<file path="src/rtl/lsu_dmem_ctrl.sv">
// Load/store initiator for a word-wide, byte-enabled data memory.
// Optional LSU_MISALIGN_SPLIT_EN: misaligned accesses run as two word cycles instead of erroring.
module lsu_dmem_ctrl #(
    parameter int unsigned MEM_BYTES = 128
) (
    input  logic        clk,
    input  logic        reset,
    input  logic        req_valid,
    output logic        req_ready,
    input  logic        req_load,
    input  logic [2:0]  req_funct3,
    input  logic [31:0] req_addr,
    input  logic [31:0] req_wdata,
    output logic        resp_valid,
    output logic [31:0] resp_rdata,
    output logic        resp_err,
    output logic [31:0] daddr,
    output logic [31:0] dwdata,
    output logic [3:0]  we,
    input  logic [31:0] drdata
);

    localparam logic [1:0] IDLE = 2'd0;
    localparam logic [1:0] ACC0 = 2'd1;
`ifdef LSU_MISALIGN_SPLIT_EN
    localparam logic [1:0] ACC1 = 2'd2;
`endif
    localparam logic [1:0] RESP = 2'd3;

    logic [1:0]  state_q, state_d;
    logic        load_q, load_d;
    logic        err_q, err_d;
    logic [2:0]  f3_q, f3_d;
    logic [1:0]  off_q, off_d;
    logic [3:0]  mask0_q, mask0_d;
    logic [31:0] word0_q, word0_d;
    logic [31:0] daddr_q, daddr_d;
    logic [31:0] dwdata_q, dwdata_d;
`ifdef LSU_MISALIGN_SPLIT_EN
    logic [3:0]  mask1_q, mask1_d;
    logic [31:0] word1_q, word1_d;
`endif

    logic [3:0]  bmask;
    logic [7:0]  mask_wide;
    logic        f3_ok;
    logic [1:0]  extra;
    logic [32:0] last_byte;
    logic        oob;
    logic        misalign;
    logic        req_err;
    logic [31:0] rep;
    logic [31:0] wrot;

    // Request decode: byte mask, range check and lane-aligned write data.
    always_comb begin
        case (req_funct3[1:0])
            2'b00:   bmask = 4'b0001;
            2'b01:   bmask = 4'b0011;
            default: bmask = 4'b1111;
        endcase
        mask_wide = {4'b0000, bmask} << req_addr[1:0];

        case (req_funct3)
            3'b000, 3'b001, 3'b010: f3_ok = 1'b1;
            3'b100, 3'b101:         f3_ok = req_load;
            default:                f3_ok = 1'b0;
        endcase

        case (req_funct3[1:0])
            2'b00:   extra = 2'd0;
            2'b01:   extra = 2'd1;
            default: extra = 2'd3;
        endcase
        last_byte = {1'b0, req_addr} + 33'(extra);
        oob       = last_byte >= 33'(MEM_BYTES);

`ifdef LSU_MISALIGN_SPLIT_EN
        misalign = 1'b0;
`else
        // Anything crossing a word, plus odd-offset halfwords inside a word.
        misalign = (|mask_wide[7:4]) || ((req_funct3[1:0] == 2'b01) && req_addr[0]);
`endif
        req_err = !f3_ok || misalign || oob;

        case (req_funct3[1:0])
            2'b00:   rep = {4{req_wdata[7:0]}};
            2'b01:   rep = {2{req_wdata[15:0]}};
            default: rep = req_wdata;
        endcase
        // Rotating the replicated data serves both cycles of a split access.
        case (req_addr[1:0])
            2'd0:    wrot = rep;
            2'd1:    wrot = {rep[23:0], rep[31:24]};
            2'd2:    wrot = {rep[15:0], rep[31:16]};
            default: wrot = {rep[7:0], rep[31:8]};
        endcase
    end

    always_comb begin
        state_d  = state_q;
        load_d   = load_q;
        err_d    = err_q;
        f3_d     = f3_q;
        off_d    = off_q;
        mask0_d  = mask0_q;
        word0_d  = word0_q;
        daddr_d  = daddr_q;
        dwdata_d = dwdata_q;
`ifdef LSU_MISALIGN_SPLIT_EN
        mask1_d  = mask1_q;
        word1_d  = word1_q;
`endif
        case (state_q)
            IDLE: begin
                if (req_valid) begin
                    load_d  = req_load;
                    f3_d    = req_funct3;
                    off_d   = req_addr[1:0];
                    mask0_d = mask_wide[3:0];
`ifdef LSU_MISALIGN_SPLIT_EN
                    mask1_d = mask_wide[7:4];
`endif
                    err_d   = req_err;
                    if (req_err) begin
                        state_d = RESP;
                    end else begin
                        state_d  = ACC0;
                        daddr_d  = {req_addr[31:2], 2'b00};
                        dwdata_d = wrot;
                    end
                end
            end
            ACC0: begin
                if (load_q) begin
                    word0_d = drdata;
                end
                state_d = RESP;
`ifdef LSU_MISALIGN_SPLIT_EN
                if (|mask1_q) begin
                    state_d = ACC1;
                    daddr_d = daddr_q + 32'd4;
                end
`endif
            end
`ifdef LSU_MISALIGN_SPLIT_EN
            ACC1: begin
                if (load_q) begin
                    word1_d = drdata;
                end
                state_d = RESP;
            end
`endif
            RESP:    state_d = IDLE;
            default: state_d = IDLE;
        endcase
    end

    always_ff @(posedge clk or posedge reset) begin
        if (reset) begin
            state_q  <= IDLE;
            load_q   <= 1'b0;
            err_q    <= 1'b0;
            f3_q     <= 3'b000;
            off_q    <= 2'd0;
            mask0_q  <= 4'b0000;
            word0_q  <= 32'd0;
            daddr_q  <= 32'd0;
            dwdata_q <= 32'd0;
`ifdef LSU_MISALIGN_SPLIT_EN
            mask1_q  <= 4'b0000;
            word1_q  <= 32'd0;
`endif
        end else begin
            state_q  <= state_d;
            load_q   <= load_d;
            err_q    <= err_d;
            f3_q     <= f3_d;
            off_q    <= off_d;
            mask0_q  <= mask0_d;
            word0_q  <= word0_d;
            daddr_q  <= daddr_d;
            dwdata_q <= dwdata_d;
`ifdef LSU_MISALIGN_SPLIT_EN
            mask1_q  <= mask1_d;
            word1_q  <= word1_d;
`endif
        end
    end

    logic [63:0] pair;
    logic [31:0] shifted;
    logic [31:0] ext;

    always_comb begin
`ifdef LSU_MISALIGN_SPLIT_EN
        pair = {word1_q, word0_q};
`else
        pair = {32'd0, word0_q};
`endif
        shifted = 32'(pair >> {off_q, 3'b000});
        case (f3_q)
            3'b000:  ext = {{24{shifted[7]}}, shifted[7:0]};
            3'b001:  ext = {{16{shifted[15]}}, shifted[15:0]};
            3'b100:  ext = {24'd0, shifted[7:0]};
            3'b101:  ext = {16'd0, shifted[15:0]};
            default: ext = shifted;
        endcase
    end

    // we is derived from state so an asynchronous reset drops it at once.
    always_comb begin
        we = 4'b0000;
        if (!load_q) begin
            case (state_q)
                ACC0:    we = mask0_q;
`ifdef LSU_MISALIGN_SPLIT_EN
                ACC1:    we = mask1_q;
`endif
                default: we = 4'b0000;
            endcase
        end
    end

    assign req_ready  = (state_q == IDLE);
    assign resp_valid = (state_q == RESP);
    assign resp_err   = resp_valid && err_q;
    assign resp_rdata = (resp_valid && load_q && !err_q) ? ext : 32'd0;
    assign daddr      = daddr_q;
    assign dwdata     = dwdata_q;

endmodule

</file>
<file path="config.mk">
export PLATFORM = sky130hd
export DESIGN_NAME = lsu_dmem_ctrl
export DESIGN_NICKNAME = d
export VERILOG_FILES = /design/src/rtl/lsu_dmem_ctrl.sv
export SDC_FILE = /design/constraint.sdc
export NUM_CORES = 1
export LEC_CHECK = 0
export BUFFER_PORTS_ARGS = -buffer_cell sky130_fd_sc_hd__buf_2
export CORE_MARGIN = 5
export CORE_UTILIZATION = 40
export CTS_BUF_LIST = sky130_fd_sc_hd__clkbuf_16
export DETAILED_ROUTE_END_ITERATION = 8
export PLACE_DENSITY = 0.65
export SLEW_MARGIN = 20
export SYNTH_ARGS = -nofsm -noshare
export SYNTH_HDL_FRONTEND = slang
export SYNTH_SLANG_ARGS = --single-unit
</file>
<file path="constraint.sdc">
create_clock -name clk -period 4.16 [get_ports clk]
set_input_delay 0.208 -clock clk [delete_from_list [all_inputs] [get_ports clk]]
set_output_delay 0.208 -clock clk [all_outputs]
set_load 0.005 [all_outputs]
</file>
==> metrics.md <==
| Metric | Value |
|---|---|
| Pins Over Slew Limit | `0` |
| Area leader, netlist | `dfrtp_1` |
| Async S/R FF share, synth | `1.000` |
| CP Cell Sequence | `buf_2 -> nor2_1 -> inv_1 -> ha_1 -> fa_1 -> nand3_1 -> mux2_2 -> nand4bb_1 -> or4_1 -> nor4_4 -> buf_12 -> mux2_2` |
| Final critical-path share of the clock period | `0.7832` |
| Power density over the cells | `approximately 440 nW/µm²` |
| Core area | `around 16000 µm²` |
| Drt initial violations | `between 200 and 300` |
| # IOs | `206` |
| Via density | `5.197` |
| Setup Crit Path Kind | `input port to flip-flop` |
| CP required | `approximately 4.4 ns` |
| Num CTS Buffers | `9` |
| Avg Cell Area, Syn | `about 9.7 µm²` |
| HPWL after DPL | `13720 µm` |
| Final wirelength | `18210 µm` |
| CTS Hold Bufs | `0` |
| Seq cells post-synth | `107` |
| GRT overflow | `0` |
| Syn. warnings | `0` |
| Clock skew | `0.008500 ns` |
| Via Count | `about 5600` |
| Placed cell area | `approximately 7600 µm²` |
| P_leak | `roughly 0.004 µW` |
| Slowest cell on crit path | `or4_1` |
| HP Class | `input port to asynchronous set/reset pin` |
| Post-layout min period | `between 3 and 4 ns` |
| Crit-path max FO | `63` |
| Worst EP arrival | `about 3.5 ns` |
| Status | `finished clean` |
| First-pass GRT wire length | `~29000 µm` |
| CP dominant cell by count | `mux2_2` |
| Final Hold Viols | `0` |
| Non-Filler Cell Area, Final | `slightly below 8000 µm²` |
| Cell count after synthesis | `663` |
| Final ANT Viol Nets | `0` |
| Slowest stage delay, CP | `around 0.54 ns` |
| Chip width | `between 100 and 150 µm` |
| Cell area after synthesis | `about 6400 µm²` |
| FMAX | `306.9 MHz` |
| Cell Rows | `46` |
| # DRC | `0` |
| Synth unique cells | `54` |
| Setup violators final | `0` |
| Clk slew on worst S/H paths | `around 0.08 ns` |
| Largest buffer count on any clock path | `2` |
| VDD IR-drop max | `between 200 and 300 µV` |
| Avg WL per Cell | `about 17 µm` |
| Root buf cell | `clkbuf_16` |
| GR Util All Layers | `0.1958` |
| MaxCap Viol Count | `0` |
| Largest net degree at the start of global routing | `just under 80` |
| Layout area overhead | `23.83%` |
| Clock Sinks | `around 110` |
| Vias in the first global route | `between 5000 and 6000` |
| Main area contributors after synthesis | `dfrtp_1 42%, mux2i_1 11%, mux2_2 8.4%` |
| Tot Pwr | `between 3000 and 4000 µW` |
| Post-synth EDFFs | `0` |
| Die area | `around 19000 µm²` |
| Sequential area share after synthesis | `0.4176` |
| Startpoint class of the critical path | `input port` |
| Setup TNS | `0 ns` |
| RSZ-0062 raised after global routing | `no` |
| H-tree depth | `3` |
| CTS resizes | `0` |
| Post-CTS Setup Repair Bufs | `0` |
| Slew headroom | `0.3038` |
| Initial antenna violation count | `1` |
| PortBufs | `about 200` |
| Routability cong. | `slightly above 0.9` |
| Share of cells above drive strength 1 | `0.3326` |
| Die Y | `136.6 µm` |
| Synth Flop Type | `dfrtp_1` |
| Worst-Skew Late Latency | `roughly 0.35 ns` |
| R2R depth | `5` |
| Worst-margin pin slew | `~1.0 ns` |
| DRT Pass-1 Iters | `4` |
| Initial core utilization | `0.4051` |
| Crit path capture type | `flip-flop` |
| Nets | `about 960` |
| CTS tree | `built` |
| Post-synth top area share | `0.4176` |
==> final timing paths <==
kind / start / to / slack, ns
max: req_funct3[1] / daddr[7]$_DFFE_PP0P_ / 0.90
min: reset / word0_q[0]$_DFFE_PP0P_ / 0.03
max reg2reg: state_q[0]$_DFFE_PP0P_ / daddr[7]$_DFFE_PP0P_ / 1.69
min reg2reg: mask0_q[2]$_DFFE_PP0P_ / mask0_q[2]$_DFFE_PP0P_ / 0.47
max in group asynchronous: reset / dwdata[4]$_DFFE_PP0P_ / 3.13
min in group clk: drdata[23] / word0_q[23]$_DFFE_PP0P_ / 0.08
==> synthesized netlist by cell type (7+ instances only) <==
library cell / number
a211oi_1: 26
a21oi_1: 51
and2_1: 11
and3_1: 8
clkbuf_1: 29
dfrtp_1: 107
inv_1: 28
mux2_1: 16
mux2_2: 48
mux2i_1: 72
nand2_1: 52
nand3_1: 14
nor2_1: 38
nor2b_1: 35
nor3_1: 9
nor4_1: 7
o21a_1: 7
o21ai_0: 30
==> layout by cell type (no fill, tap or decap), types with 3 or more instances in the layout <==
master,Yosys,final
and3_1,8,8
o21ai_0,30,30
a21oi_1,51,51
nand2b_1,3,3
inv_1,28,27
a31oi_1,3,3
a211oi_1,26,26
or4_1,3,3
o21a_1,7,7
buf_4,6,11
clkbuf_16,0,9
o2111ai_1,3,3
nand2_1,52,52
nor3_1,9,9
nor2_1,38,38
buf_2,1,203
clkinv_8,0,3
o31ai_1,3,3
nor4_1,7,7
dfrtp_1,107,107
mux2_2,48,48
nand3_1,14,14
nor3b_1,5,5
mux2_1,16,16
and4_1,3,3
mux2i_1,72,72
nand4_1,6,6
and2_1,11,11
nor2b_1,35,35
ha_1,3,3
==> registers in the layout, summed over array words and instances (netlist names) <==
| register | flops |
|---|---|
| daddr | 30 |
| f3_q | 3 |
| err_q | 1 |
| word0_q | 32 |
| state_q | 2 |
| off_q | 2 |
| dwdata | 32 |
| mask0_q | 4 |
| load_q | 1 |
==> per-layer routing <==
layer / wire, µm / global-route usage / share of wire
met4: 413 / 0.07111 / 0.023
met3: 1806 / 0.06213 / 0.099
met2: 8154 / 0.3031 / 0.45
met1: 7833 / 0.2576 / 0.43
met5: 0 / 0 / 0
==> cells by family after synthesis <==
logic type                 Yosys count  share of synthesized area
xor gates and xnor gates             3                   0.004099
muxes                              136                     0.2248
other                                1                  0.0005849
DFF                                107                     0.4176
buffers and inverters               70                    0.04469
and+or+nand+nor                    205                     0.1684
AOI/OAI and AO/OA                  137                     0.1308
adders and majority gates            4                   0.008978
==> stage by stage <==
step	hold slack, ns	util	std cells	worst slack (ns)
floorplan	0.3427	-	664	0.8858
global placement	0.4427	0.4820	1054	0.5713
detailed placement	0.4458	0.4820	1054	0.5582
CTS	0.06899	0.5014	1070	0.9356
global route	0.07764	0.5016	1071	0.7196
finish	0.03212	0.5016	1071	0.9018
==> report_power, final <==
part,internal [µW],switching (µW)
combinational,552,540
sequential,1260,275
clock,427,435
total,2240,1250
==> critical path: cells and delay by family <==
kind / cells / cell delay, ns
and+or+nand+nor: 5 / 1.22
muxes: 2 / 0.73
adders and majority gates: 2 / 0.69
buffers and inverters: 3 / 0.54
==> final cells by class <==
class                      instances  area (µm²)
fill                            1487        7889
multi-input combinational        487        3451
sequential                       107        2678
timing repair buffer             215        1119
tap                              216       270.3
clock buffer                       9       225.2
inverter                          29       111.4
clock inverter                     7       82.58
antenna                            1       2.502
Power figures use the tool's default switching activity.
